`config.mk`:
```
export PLATFORM = sky130hd
export DESIGN_NAME = jump_engine_flat
export DESIGN_NICKNAME = d
export VERILOG_FILES = /design/src/rtl/jump_engine_if.sv /design/src/rtl/jump_engine.sv /design/src/flat_wrapper.sv
export SDC_FILE = /design/constraint.sdc
export NUM_CORES = 1
export LEC_CHECK = 0
export BUFFER_PORTS_ARGS = -buffer_cell sky130_fd_sc_hd__buf_4
export CAP_MARGIN = 25
export CORE_MARGIN = 2
export CORE_UTILIZATION = 40
export DETAILED_ROUTE_END_ITERATION = 10
export MAX_ROUTING_LAYER = met4
export PLACE_DENSITY = 0.62
export SYNTH_ARGS = -nofsm -noshare
export SYNTH_HDL_FRONTEND = slang
export SYNTH_SLANG_ARGS = --single-unit
```
`constraint.sdc`:
```
create_clock -name clk -period 9.55 [get_ports clk]
set_input_delay 0.4775 -clock clk [delete_from_list [all_inputs] [get_ports clk]]
set_output_delay 0.4775 -clock clk [all_outputs]
set_load 0.03 [all_outputs]
```
`src/rtl/jump_engine_if.sv`:
```
// Bundle of the jump engine's game-side signals: control-FSM handshake,
// raw button, take-off coordinates and the display-facing figure outputs.
interface jump_engine_if #(
  parameter int unsigned W = 10
);
  logic         pulse;
  logic         press;
  logic         arm;
  logic         mode;
  logic [W-1:0] start_x;
  logic [W-1:0] base_y;
  logic [W-1:0] man_x;
  logic [W-1:0] man_y;
  logic [W-1:0] man_tall;
  logic [W-1:0] length;
  logic         jump_fin;
  logic [2:0]   state;

  modport master (
    output pulse, press, arm, mode, start_x, base_y,
    input  man_x, man_y, man_tall, length, jump_fin, state
  );

  modport slave (
    input  pulse, press, arm, mode, start_x, base_y,
    output man_x, man_y, man_tall, length, jump_fin, state
  );
endinterface

```
`src/rtl/jump_engine.sv`:
```
// Charge-and-jump engine: debounces the button, charges a jump length while
// squatting the figure, then plays an N-frame parabolic arc on the animation pulse.
module jump_engine #(
  parameter int unsigned W            = 10,
  parameter int unsigned DEBOUNCE     = 8,
  parameter int unsigned CHARGE_MAX   = 400,
  parameter int unsigned CHARGE_STEP  = 2,
  parameter int unsigned TALL         = 40,
  parameter int unsigned SQUASH_SHIFT = 4,
  parameter int unsigned SQUASH_MAX   = 20,
  parameter int unsigned STEPS_LOG2   = 5,
  parameter int unsigned ARC_H        = 64
) (
  input logic         clk,
  input logic         rst,
  jump_engine_if.slave bus
);

  localparam int unsigned N  = 1 << STEPS_LOG2;
  localparam int unsigned CW = $clog2(DEBOUNCE + 1);
  localparam int unsigned SW = STEPS_LOG2 + 1;
  localparam int unsigned XW = W + STEPS_LOG2 + 2;
  localparam int unsigned AW = $clog2(ARC_H + 1);
  localparam int unsigned HW = 2 * STEPS_LOG2 + AW + 3;
  localparam int unsigned YW = (HW > W) ? HW : W;

  localparam logic [CW-1:0] DEB_C   = CW'(DEBOUNCE);
  localparam logic [W-1:0]  TALL_W  = W'(TALL);
  localparam logic [W-1:0]  STEP_W  = W'(CHARGE_STEP);
  localparam logic [W-1:0]  MAX_W   = W'(CHARGE_MAX);
  localparam logic [W:0]    MAX_W1  = (W + 1)'(CHARGE_MAX);
  localparam logic [W-1:0]  SQMAX_W = W'(SQUASH_MAX);
  localparam logic [SW-1:0] N_S     = SW'(N);
  localparam logic [XW-1:0] XSAT    = XW'({W{1'b1}});
  localparam logic [HW-1:0] ARC4    = HW'(4 * ARC_H);

  typedef enum logic [2:0] {
    S_IDLE   = 3'd0,
    S_ARMED  = 3'd1,
    S_CHARGE = 3'd2,
    S_FLIGHT = 3'd3,
    S_DONE   = 3'd4
  } state_e;

  state_e        state_q;
  logic [CW-1:0] cnt_q;
  logic          clean_prev_q;
  logic [W-1:0]  man_x_q, man_y_q, man_tall_q, length_q;
  logic [W-1:0]  start_q, base_q;
  logic          jump_fin_q;
  logic [SW-1:0] step_q;
  logic          dir_q;
  logic          charge_mode_q;

  logic          press_clean_s;
  logic          clean_rise_s;
  logic [W:0]    up_sum_s;
  logic [W-1:0]  len_d;
  logic          dir_d;
  logic [W-1:0]  squash_s;
  logic [W-1:0]  tall_d;
  logic [SW-1:0] step_n_s;
  logic [XW-1:0] x_prod_s, x_sum_s, land_sum_s;
  logic [W-1:0]  x_d, land_x_d;
  logic [HW-1:0] h_prod_s;
  logic [YW-1:0] h_s, base_ext_s;
  logic [W-1:0]  y_d;

  assign press_clean_s = (cnt_q == DEB_C);
  assign clean_rise_s  = press_clean_s && !clean_prev_q;

  // Debounce counter and the delayed clean level used for edge detection
  always_ff @(posedge clk) begin
    if (rst) begin
      cnt_q        <= '0;
      clean_prev_q <= 1'b0;
    end else begin
      if (!bus.press) begin
        cnt_q <= '0;
      end else if (cnt_q != DEB_C) begin
        cnt_q <= cnt_q + 1'b1;
      end
      clean_prev_q <= press_clean_s;
    end
  end

  // Next charge length and direction; direction 1 means counting down (ping-pong only)
  always_comb begin
    up_sum_s = {1'b0, length_q} + {1'b0, STEP_W};
    len_d    = length_q;
    dir_d    = dir_q;
    if (charge_mode_q && dir_q) begin
      if (length_q <= STEP_W) begin
        len_d = '0;
        dir_d = 1'b0;
      end else begin
        len_d = length_q - STEP_W;
        dir_d = 1'b1;
      end
    end else begin
      if (up_sum_s >= MAX_W1) begin
        len_d = MAX_W;
        dir_d = charge_mode_q;
      end else begin
        len_d = up_sum_s[W-1:0];
        dir_d = 1'b0;
      end
    end
    squash_s = len_d >> SQUASH_SHIFT;
    if (squash_s > SQMAX_W) begin
      tall_d = TALL_W - SQMAX_W;
    end else begin
      tall_d = TALL_W - squash_s;
    end
  end

  // Arc frame for the upcoming step: linear x progress, parabolic height
  always_comb begin
    step_n_s   = step_q + 1'b1;
    x_prod_s   = XW'(length_q) * XW'(step_n_s);
    x_sum_s    = XW'(start_q) + (x_prod_s >> STEPS_LOG2);
    land_sum_s = XW'(start_q) + XW'(length_q);
    if (x_sum_s > XSAT) begin
      x_d = {W{1'b1}};
    end else begin
      x_d = x_sum_s[W-1:0];
    end
    if (land_sum_s > XSAT) begin
      land_x_d = {W{1'b1}};
    end else begin
      land_x_d = land_sum_s[W-1:0];
    end
    h_prod_s   = ARC4 * HW'(step_n_s) * HW'(N_S - step_n_s);
    h_s        = YW'(h_prod_s >> (2 * STEPS_LOG2));
    base_ext_s = YW'(base_q);
    if (base_ext_s > h_s) begin
      y_d = W'(base_ext_s - h_s);
    end else begin
      y_d = '0;
    end
  end

  // Main FSM with all figure outputs registered
  always_ff @(posedge clk) begin
    if (rst) begin
      state_q       <= S_IDLE;
      man_x_q       <= '0;
      man_y_q       <= '0;
      man_tall_q    <= TALL_W;
      length_q      <= '0;
      jump_fin_q    <= 1'b0;
      step_q        <= '0;
      dir_q         <= 1'b0;
      charge_mode_q <= 1'b0;
      start_q       <= '0;
      base_q        <= '0;
    end else begin
      jump_fin_q <= 1'b0;
      case (state_q)
        S_IDLE: begin
          if (bus.arm) begin
            start_q    <= bus.start_x;
            base_q     <= bus.base_y;
            man_x_q    <= bus.start_x;
            man_y_q    <= bus.base_y;
            length_q   <= '0;
            man_tall_q <= TALL_W;
            state_q    <= S_ARMED;
          end
        end
        S_ARMED: begin
          if (clean_rise_s) begin
            charge_mode_q <= bus.mode;
            dir_q         <= 1'b0;
            state_q       <= S_CHARGE;
          end else if (!bus.arm) begin
            state_q <= S_IDLE;
          end
        end
        S_CHARGE: begin
          // Release has priority over a coincident pulse
          if (!press_clean_s) begin
            step_q     <= '0;
            man_tall_q <= TALL_W;
            state_q    <= S_FLIGHT;
          end else if (bus.pulse) begin
            length_q   <= len_d;
            dir_q      <= dir_d;
            man_tall_q <= tall_d;
          end
        end
        S_FLIGHT: begin
          if (bus.pulse) begin
            step_q <= step_n_s;
            if (step_n_s == N_S) begin
              man_x_q    <= land_x_d;
              man_y_q    <= base_q;
              jump_fin_q <= 1'b1;
              state_q    <= S_DONE;
            end else begin
              man_x_q <= x_d;
              man_y_q <= y_d;
            end
          end
        end
        S_DONE: begin
          state_q <= S_IDLE;
        end
        default: begin
          state_q <= S_IDLE;
        end
      endcase
    end
  end

  assign bus.man_x    = man_x_q;
  assign bus.man_y    = man_y_q;
  assign bus.man_tall = man_tall_q;
  assign bus.length   = length_q;
  assign bus.jump_fin = jump_fin_q;
  assign bus.state    = state_q;

endmodule
```
`src/flat_wrapper.sv`:
```
// flat-port wrapper written by rule: the top's interface ports become plain ports
module jump_engine_flat 
#(
  parameter int unsigned W            = 10,
  parameter int unsigned DEBOUNCE     = 8,
  parameter int unsigned CHARGE_MAX   = 400,
  parameter int unsigned CHARGE_STEP  = 2,
  parameter int unsigned TALL         = 40,
  parameter int unsigned SQUASH_SHIFT = 4,
  parameter int unsigned SQUASH_MAX   = 20,
  parameter int unsigned STEPS_LOG2   = 5,
  parameter int unsigned ARC_H        = 64
)
  (clk, rst, bus_pulse, bus_press, bus_arm, bus_mode, bus_start_x, bus_base_y, bus_man_x, bus_man_y, bus_man_tall, bus_length, bus_jump_fin, bus_state);
  jump_engine_if #(.W(W)) bus_i ();
  input logic clk;
  input logic rst;
  input wire logic [$bits(bus_i.pulse)-1:0] bus_pulse;
  input wire logic [$bits(bus_i.press)-1:0] bus_press;
  input wire logic [$bits(bus_i.arm)-1:0] bus_arm;
  input wire logic [$bits(bus_i.mode)-1:0] bus_mode;
  input wire logic [$bits(bus_i.start_x)-1:0] bus_start_x;
  input wire logic [$bits(bus_i.base_y)-1:0] bus_base_y;
  output wire logic [$bits(bus_i.man_x)-1:0] bus_man_x;
  output wire logic [$bits(bus_i.man_y)-1:0] bus_man_y;
  output wire logic [$bits(bus_i.man_tall)-1:0] bus_man_tall;
  output wire logic [$bits(bus_i.length)-1:0] bus_length;
  output wire logic [$bits(bus_i.jump_fin)-1:0] bus_jump_fin;
  output wire logic [$bits(bus_i.state)-1:0] bus_state;
  assign bus_i.pulse = bus_pulse;
  assign bus_i.press = bus_press;
  assign bus_i.arm = bus_arm;
  assign bus_i.mode = bus_mode;
  assign bus_i.start_x = bus_start_x;
  assign bus_i.base_y = bus_base_y;
  assign bus_man_x = bus_i.man_x;
  assign bus_man_y = bus_i.man_y;
  assign bus_man_tall = bus_i.man_tall;
  assign bus_length = bus_i.length;
  assign bus_jump_fin = bus_i.jump_fin;
  assign bus_state = bus_i.state;
  jump_engine #(.W(W), .DEBOUNCE(DEBOUNCE), .CHARGE_MAX(CHARGE_MAX), .CHARGE_STEP(CHARGE_STEP), .TALL(TALL), .SQUASH_SHIFT(SQUASH_SHIFT), .SQUASH_MAX(SQUASH_MAX), .STEPS_LOG2(STEPS_LOG2), .ARC_H(ARC_H)) u_core (.clk(clk), .rst(rst), .bus(bus_i));
endmodule
```
==> qor.txt, run 1 <==
Top cell by count, worst path = ha_1
Nets = 1,187
Flops & latches, synth = 73
DIE AREA = 20,600 sq um
Most common cell after layout, fill and taps aside = inv_1
Buf/Inv on CP = 5
Crit path kind = flop to flop
Cts repair resizes = 0
Power Density = 90.4 nW/um^2
Hold Path Stages = 3
I/O Pins = 70
Vias = 6,964
Final hold vios = 0
Root buf cell = clkbuf_16
Die extent in y = 144 um
Slowest CP cell = dfxtp_1
R2R depth = 28
Crit. path cell count = 28
Clock-pin slew on the worst setup and hold paths = 0.07 ns
CTS Hold Bufs = 0
Static leakage = 3.97 nW
Top delay family on crit path = adder cells
HPWL Detailed = 16.1 mm
CTS Sinks = 73
Top FF cell, synth = dfxtp_1
Gate Count Post-Synth = 980
# rows = 51
Clock Skew = 0.00771 ns
Vias per cell = 5.38
Fillers = 1,950
Most frequent cells in the layout = 99 x inv_1, 97 x nand2_1, 86 x nor2_1
Setup_tns = 0 ns
Post-synth EDFFs = 0
GR Overflow Total = 0
Layout cells sized above 1 = 0.109
Post-synthesis async set-or-reset flop share = 0
DR WL/cell = 16.4 um
Setup Viol. Count Final = 0
Hold WC Path Type = input pin to flop
Worst-skew pair later-pin latency = 0.34 ns
Final ANT Viol Nets = 0
Post-synthesis cell area = 7790 sq um
Actual slew at the worst max-slew pin = 0.960 ns
CP startpoint kind = flop
Initial antenna violation count = 0
Max incr delay on CP = 0.73 ns
H-tree depth = 3
First-pass GRT wire length = 34.0 mm
Core area = 19,300 sq um
Layout area overhead = 13.1%
YS warnings = 0
Clock period minus worst slack = 7.89 ns
Netlist cell types = 71
Worst EP arrival = 8.08 ns
Reg2reg setup slack = 1.66 ns
Largest net degree at the start of global routing = 65
Worst Path Required = 9.74 ns
Initial DRC Count = 413
Gpl congestion = 0.870
CTS Buffer Depth = 2
Crit path max fanout = 19
Setup Fix Bufs, Post-CTS = 0
Fin crit share = 0.826
Max Cap Violations = 0
Die width = 144 um
Final max-slew violation count = 0
Status = finished, final reports clean
Number of global-route vias before repair = 6,609
DRT Pass-1 Iters = 4
Syn Area/Cell = 7.95 sq um
Drt drc = 0
Starting Density = 0.404
Min Hold Slack = 0.388 ns
Drt total wl = 21.3 mm
Peak Freq = 127 MHz
Seq/Total Area, Yosys = 0.188
TritonCTS buffer count = 9
Global-route usage over all layers = 0.216
Peak supply drop = 77.5 uV
CTS tree = done
Worst rel slew slack = 0.355
Unrepaired setup endpoints after global routing = no
Setup crit end kind = flop
PortBufs = 68
Diode count = 0
[final timing paths]
path | start | endpoint
max reg2reg | u_core.step_q[0]$_SDFFE_PP0P_ | u_core.bus.man_y[5]$_SDFFE_PP0P_
min | bus_mode | u_core.charge_mode_q$_SDFFE_PP0P_
min reg2reg | u_core.bus.man_y[5]$_SDFFE_PP0P_ | u_core.bus.man_y[5]$_SDFFE_PP0P_
max | u_core.step_q[0]$_SDFFE_PP0P_ | u_core.bus.man_y[5]$_SDFFE_PP0P_
[state kept, by name (all words and copies together) (netlist names)]
signal and cells:
u_core.base_q 10, u_core.bus.man_x 10, u_core.dir_q 1, u_core.step_q 6
u_core.cnt_q 4, u_core.charge_mode_q 1, u_core.bus.man_y 10, u_core.clean_prev_q 1
u_core.bus.length 9, u_core.bus.jump_fin 1, u_core.bus.man_tall 7, u_core.start_q 10
u_core.bus.state 3
[cell families (layout without fill, tap and decap cells)]
| group | after synthesis | after routing | share of synthesized area |
|---|---|---|---|
| and+or+nand+nor | 339 | 339 | 0.213 |
| AOI/OAI and AO/OA | 233 | 233 | 0.190 |
| buffers and inverters | 146 | 192 | 0.0739 |
| adders and majority gates | 137 | 137 | 0.276 |
| DFF | 73 | 73 | 0.188 |
| xor gates and xnor gates | 47 | 47 | 0.0528 |
| muxes | 4 | 4 | 0.00562 |
| other | 1 | 4 | 0.000481 |
[metrics by stage]
stage	total power, mW	worst slack, ns	cell area (sq um)	util	std cells
floorplan	0.404	2.74	7800	-	983
global placement	0.444	1.69	8500	0.441	1277
detailed placement	0.446	1.72	8500	0.441	1278
CTS	0.804	1.72	8810	0.457	1294
global route	0.828	1.07	8810	0.457	1294
finish	0.797	1.66	8810	0.457	1294
[worst min-delay path, stage by stage]
cell and delay (ns):
buf_4 0.08, mux2i_1 0.06, nor2_1 0.07
[synthesized netlist by cell type (3+ instances only)]
master / instances / share of area
o21ai_1: 3 / 0.0019
nor2_1: 86 / 0.041
mux2i_1: 3 / 0.0039
nand2b_1: 17 / 0.014
o21ai_0: 49 / 0.031
and2_1: 37 / 0.030
or2_2: 6 / 0.0048
xor2_1: 15 / 0.017
ha_1: 79 / 0.13
buf_4: 5 / 0.0048
a22oi_1: 7 / 0.0067
nor2b_1: 19 / 0.015
nor3_1: 19 / 0.012
a21boi_0: 4 / 0.0039
xnor2_1: 32 / 0.036
o211ai_1: 9 / 0.0087
dfxtp_1: 73 / 0.19
a221oi_1: 6 / 0.0067
nand3_1: 18 / 0.012
a21o_1: 10 / 0.0096
clkbuf_1: 37 / 0.018
inv_1: 99 / 0.048
nand2_1: 97 / 0.047
a31oi_1: 13 / 0.010
fa_1: 58 / 0.15
o21a_1: 10 / 0.0096
a211oi_1: 15 / 0.014
nor4_1: 3 / 0.0024
o21bai_1: 4 / 0.0039
a21oi_1: 76 / 0.049
and3_1: 14 / 0.011
or3_1: 3 / 0.0024
nand4_1: 3 / 0.0024
o31ai_1: 3 / 0.0029
[layout make-up]
cell class	instances	area, sq um	share of cell area
timing repair buffer	76	568	0.0644
clock buffer	10	239	0.0271
tap	265	332	0.0376
sequential	73	1460	0.166
clock inverter	6	72.6	0.00823
multi-input combinational	764	5770	0.654
inverter	100	375	0.0426
[per-layer routing]
layer | share of wire | track usage | vias to the layer above
met5 | 0 | - | -
met4 | 0.023 | 0.0614 | 0
met3 | 0.044 | 0.0270 | 29
met2 | 0.48 | 0.354 | 181
met1 | 0.45 | 0.281 | 3362
li1 | - | - | 3392
[power by group]
group	internal [mW]	switching (mW)	total (mW)
Sequential	0.317	0.0106	0.328
Combinational	0.0440	0.0677	0.112
Clock	0.213	0.145	0.358
Power figures use the tool's default switching activity.
==> inputs of run 2 (changes only) <==
--- a/config.mk
+++ b/config.mk
@@ -5,13 +5,14 @@
 export SDC_FILE = /design/constraint.sdc
 export NUM_CORES = 1
 export LEC_CHECK = 0
+export ABC_AREA = 1
 export BUFFER_PORTS_ARGS = -buffer_cell sky130_fd_sc_hd__buf_4
 export CAP_MARGIN = 25
 export CORE_MARGIN = 2
 export CORE_UTILIZATION = 40
 export DETAILED_ROUTE_END_ITERATION = 10
 export MAX_ROUTING_LAYER = met4
-export PLACE_DENSITY = 0.62
+export PLACE_DENSITY = 0.64
 export SYNTH_ARGS = -nofsm -noshare
 export SYNTH_HDL_FRONTEND = slang
 export SYNTH_SLANG_ARGS = --single-unit
==> constraint.sdc (replaced) <==
create_clock -name clk -period 6.99 [get_ports clk]
set_input_delay 0.3495 -clock clk [delete_from_list [all_inputs] [get_ports clk]]
set_output_delay 0.3495 -clock clk [all_outputs]
set_load 0.03 [all_outputs]
==> run 2 against run 1 <==
Total power rose by 83%; cell count is 16% higher; die area is 3.9% higher; clock-buffer cell count unchanged; synthesized cell count up 20%; clock power is 54% higher; critical path depth grew 9; setup slack got worse by 1.1 ns; register-to-register slack worse by 1.1 ns; first-iteration DRC count grew 10%.
==> qor.txt, run 2 <==
Status = finished, final reports clean
Initial antenna violation count = 0
Global-route usage over all layers = 0.219
Fin crit share = 0.913
CP startpoint kind = flop
Sw frac = 0.341
DIE AREA = 21,400 sq um
Slowest CP cell = dfxtp_1
M1 WL = 10.0 mm
Initial DRC Count = 456
CTS Buffer Depth = 2
First-pass GRT wire length = 37.2 mm
Flops & latches, synth = 73
Clock period minus worst slack = 6.38 ns
Number of global-route vias before repair = 7,738
Power Density = 159 nW/um^2
CTS tree = done
Setup Fix Bufs, Post-CTS = 0
Vias = 7,677
Post-synthesis async set-or-reset flop share = 0
Worst-skew pair later-pin latency = 0.34 ns
Worst Path Required = 7.22 ns
Peak supply drop = 118 uV
Hold WC Path Type = input pin to flop
Root buf cell = clkbuf_16
GR Overflow Total = 0
Top cell by count, worst path = nand2_1
NetSw = 0.496 mW
Setup crit end kind = flop
Most frequent cells in the layout = 247 x nand2_1, 185 x inv_1, 124 x nor2_1
Drt total wl = 22.1 mm
Fillers = 2,084
Die extent in y = 146 um
Syn Area/Cell = 6.92 sq um
Starting Density = 0.405
Max Cap Violations = 0
Nets = 1,392
Share of Yosys cell area claimed by the top area cell type = 0.180
DR WL/cell = 14.7 um
Crit path kind = flop to flop
Unrepaired setup endpoints after global routing = no
Diode count = 0
Reg area = 1460 sq um
TritonCTS buffer count = 9
Post-synthesis cell area = 8110 sq um
Clock Skew = 0.00661 ns
Layout cells sized above 1 = 0.107
DRT Pass-1 Iters = 5
Synth top cells by count = 247 x nand2_1, 185 x inv_1, 124 x nor2_1
Most common cell after layout, fill and taps aside = nand2_1
Top FF cell, synth = dfxtp_1
Sequential power share = 0.337
Final max-slew violation count = 0
Actual slew at the worst max-slew pin = 0.859 ns
Synth area leader = dfxtp_1
Setup_tns = 0 ns
Area of the multi-input gates = 5700 sq um
Vias per cell = 5.11
Clock-pin slew on the worst setup and hold paths = 0.06 ns
Static leakage = 4.62 nW
H-tree depth = 3
Met2 WL = 10.6 mm
Final ANT Viol Nets = 0
Worst rel slew slack = 0.426
Gpl congestion = 0.949
Gate Count Post-Synth = 1,172
Crit path max fanout = 10
HPWL Detailed = 17.1 mm
Cts repair resizes = 0
Top-count cell post-synth = nand2_1
Worst EP arrival = 6.61 ns
Post-synth EDFFs = 0
Max incr delay on CP = 0.55 ns
Synth top area cells = dfxtp_1 18%, fa_1 14%, ha_1 12%
CTS Hold Bufs = 0
I/O Pins = 70
Final hold vios = 0
# rows = 52
Combinational Power Share = 0.284
Core area = 20,000 sq um
Min Hold Slack = 0.244 ns
PortBufs = 68
Setup Viol. Count Final = 0
Die width = 146 um
Max layer used = met4
WL met3 = 1.02 mm
Netlist cell types = 46
Largest net degree at the start of global routing = 40
Drt drc = 0
Clock Power Share = 0.379
Seq/Total Area, Yosys = 0.180
Internal Power = 0.961 mW
Layout area overhead = 13.4%
CTS Sinks = 73
YS warnings = 0
Peak Freq = 157 MHz
run 2: stage by stage:
step | instance area [sq um] | utilization | power (mW) | setup slack [ns] | std cells
after detailed placement | 8830 | 0.441 | 0.909 | 0.676 | 1487
after global placement | 8820 | 0.440 | 0.908 | 0.803 | 1486
after floorplan | 8120 | - | 0.785 | 0.752 | 1175
final | 9190 | 0.459 | 1.46 | 0.607 | 1503
after CTS | 9180 | 0.458 | 1.46 | 0.649 | 1502
after global routing | 9190 | 0.459 | 1.53 | 0.0142 | 1503
run 2: cell families after synthesis:
group,share of synthesized area
buf+inv,0.119
compound gates,0.137
other cells,0.000463
simple gates,0.253
xor+xnor,0.0465
fa+ha+maj,0.265
flops,0.180
run 2: final cells by class:
class,instances,share of cell area
well taps,270,0.0367
clock buffers,10,0.0260
repair buffers,78,0.0649
inverters,201,0.0823
flip-flops and latches,73,0.159
clock inverters,5,0.0113
multi-input cells,866,0.620
run 2: worst paths after layout:
kind                                                        from                          endpoint  slack, ns  depth (start not counted)
worst min-delay path                              bus_start_x[8]    u_core.start_q[8]$_SDFFE_PP0P_       0.24                          3
worst min register to register  u_core.bus.man_y[5]$_SDFFE_PP0P_  u_core.bus.man_y[5]$_SDFFE_PP0P_       0.47                          2
worst max-delay path               u_core.step_q[0]$_SDFFE_PP0P_  u_core.bus.man_x[9]$_SDFFE_PP0P_       0.61                         37
worst max register to register     u_core.step_q[0]$_SDFFE_PP0P_  u_core.bus.man_x[9]$_SDFFE_PP0P_       0.61                         37
run 2: metal layers:
layer  track usage  vias to the layer above
met3        0.0294                       35
met2         0.374                      193
met1         0.273                     3609
met4        0.0592                        0
met5             -                        -
li1              -                     3840
run 2: power groups by stage:
stage          logic, mW  clock network [mW]  registers (mW)
2_1_floorplan      0.251                   0           0.534
3_3_place_gp       0.408                   0           0.500
3_5_place_dp       0.410                   0           0.499
4_1_cts            0.413               0.554           0.491
5_1_grt            0.462               0.569           0.496
6_report           0.414               0.552           0.491
run 2: worst max-delay path: cells and delay by family, from the launching register on:
kind / cells / cell delay (ns)
adders and majority gates: 6 / 2.48
buffers and inverters: 6 / 0.52
xor gates and xnor gates: 1 / 0.17
AOI/OAI and AO/OA: 3 / 0.47
and+or+nand+nor: 21 / 2.09
DFF: 1 / 0.55
==> inputs of run 3 (changes only) <==
--- a/config.mk
+++ b/config.mk
@@ -6,13 +6,13 @@
 export NUM_CORES = 1
 export LEC_CHECK = 0
 export ABC_AREA = 1
-export BUFFER_PORTS_ARGS = -buffer_cell sky130_fd_sc_hd__buf_4
 export CAP_MARGIN = 25
 export CORE_MARGIN = 2
 export CORE_UTILIZATION = 40
 export DETAILED_ROUTE_END_ITERATION = 10
+export DONT_BUFFER_PORTS = 1
 export MAX_ROUTING_LAYER = met4
-export PLACE_DENSITY = 0.64
+export PLACE_DENSITY = 0.61
 export SYNTH_ARGS = -nofsm -noshare
 export SYNTH_HDL_FRONTEND = slang
 export SYNTH_SLANG_ARGS = --single-unit
==> run 3 against run 2 <==
Clock power decreased by 2%; flip-flop and latch count unchanged; first-iteration DRC count is 5.9% lower; combinational power down 24%.
==> qor.txt, run 3 (synthesis gave the netlist of run 2 again) <==
Status = finished, final reports clean
Max Cap Violations = 0
HPWL Detailed = 17.0 mm
Unrepaired setup endpoints after global routing = no
Initial DRC Count = 429
Nets = 1,330
Vias = 7,300
TritonCTS buffer count = 9
Drt drc = 0
Fin crit share = 0.906
Combinational Power Share = 0.225
Clock-pin slew on the worst setup and hold paths = 0.07 ns
Static leakage = 4.32 nW
Most frequent cells in the layout = 247 x nand2_1, 185 x inv_1, 124 x nor2_1
CP startpoint kind = flop
Final ANT Viol Nets = 0
Die width = 146 um
Clock period minus worst slack = 6.33 ns
Actual slew at the worst max-slew pin = 1.03 ns
Setup Fix Bufs, Post-CTS = 0
Global-route usage over all layers = 0.212
Clock Power Share = 0.390
DRT Pass-1 Iters = 5
Setup_tns = 0 ns
Final max-slew violation count = 0
# rows = 52
Core area = 20,000 sq um
Crit path kind = flop to flop
Post-route design area = 8760 sq um
Crit path max fanout = 15
Most common cell after layout, fill and taps aside = nand2_1
Internal Power = 0.925 mW
Slowest CP cell = fa_1
Setup WS post-layout = 0.658 ns
DP Worst Slack = 0.485 ns
Placed Area = 8410 sq um
Core Util, Final = 0.437
H-tree depth = 3
Clock Skew = 0.0122 ns
DR WL/cell = 14.8 um
Die extent in y = 146 um
Max incr delay on CP = 0.55 ns
Worst-skew pair later-pin latency = 0.34 ns
Largest net degree at the start of global routing = 33
Drt total wl = 21.3 mm
Setup crit end kind = flop
Vias per cell = 5.06
GR Overflow Total = 0
Peak Freq = 158 MHz
Worst rel slew slack = 0.310
Gpl congestion = 0.906
Number of global-route vias before repair = 7,333
CTS Buffer Depth = 2
Setup Viol. Count Final = 0
Root buf cell = clkbuf_16
Hold WC Path Type = input pin to flop
Worst EP arrival = 6.56 ns
I/O Pins = 70
Peak supply drop = 150 uV
NetSw = 0.469 mW
Power Density = 159 nW/um^2
Worst Path Required = 7.21 ns
CTS tree = done
Initial antenna violation count = 0
Layout cells sized above 1 = 0.0606
Diode count = 0
Final hold vios = 0
CTS Sinks = 73
DIE AREA = 21,400 sq um
Sequential power share = 0.385
Sw frac = 0.336
Starting Density = 0.405
First-pass GRT wire length = 36.0 mm
PortBufs = 0
Layout area overhead = 8.04%
Top cell by count, worst path = nand2_1
## run 3: cell types whose count changed in the layout (fill, tap and decap cells not counted), sizes merged
cell / delta
clkbuf: +1
clkinvlp: +1
clkinv: -1
buf: -62
## run 3: per-stage QoR
stage          cells  power (mW)  hold slack, ns
3_3_place_gp    1424       0.854           0.426
2_1_floorplan   1175       0.785           0.439
6_report        1442        1.39          0.0665
4_1_cts         1442        1.40          0.0662
3_5_place_dp    1426       0.856           0.426
5_1_grt         1442        1.47          0.0669
## run 3: layout make-up
cell class | count | area [sq um]
fill | 2118 | 11300
multi-input combinational | 866 | 5700
sequential | 73 | 1460
inverter | 201 | 757
tap | 270 | 338
clock buffer | 11 | 243
timing repair buffer | 16 | 160
clock inverter | 5 | 103
## run 3: worst paths after layout
check,from,to,slack [ns],cells past startpoint
max reg2reg,u_core.step_q[0]$_SDFFE_PP0P_,u_core.bus.man_x[0]$_SDFFE_PP0P_,0.66,36
min reg2reg,u_core.cnt_q[3]$_SDFFE_PP0N_,u_core.cnt_q[3]$_SDFFE_PP0N_,0.47,2
max,u_core.step_q[0]$_SDFFE_PP0P_,u_core.bus.man_x[0]$_SDFFE_PP0P_,0.66,36
min,rst,u_core.clean_prev_q$_SDFF_PP0_,0.07,1
## run 3: repair_timing
action | CTS | global route
setup endpoints to repair | 0 | 11
resized for setup | 0 | 1
hold buffers | 0 | 0
## run 3: critical path, delay by kind of cell (launching register included)
family	cells	cell delay (ns)
adders and majority gates	6	2.56
and+or+nand+nor	19	1.86
buffers and inverters	7	0.64
DFF	1	0.51
AOI/OAI and AO/OA	3	0.49
xor gates and xnor gates	1	0.17
## run 3: power by group through the flow
stage,logic (mW),clock network [mW],registers (mW)
after CTS,0.314,0.550,0.537
after global placement,0.308,0,0.546
after global routing,0.359,0.565,0.541
after detailed placement,0.311,0,0.545
final,0.313,0.543,0.537
after floorplan,0.251,0,0.534
## run 3: layer usage
metal / part of all wire / vias up / track usage
li1: - / 3709 / -
met3: 0.045 / 31 / 0.0397
met2: 0.48 / 142 / 0.352
met5: 0 / - / -
met4: 0.016 / 0 / 0.0553
met1: 0.46 / 3418 / 0.267
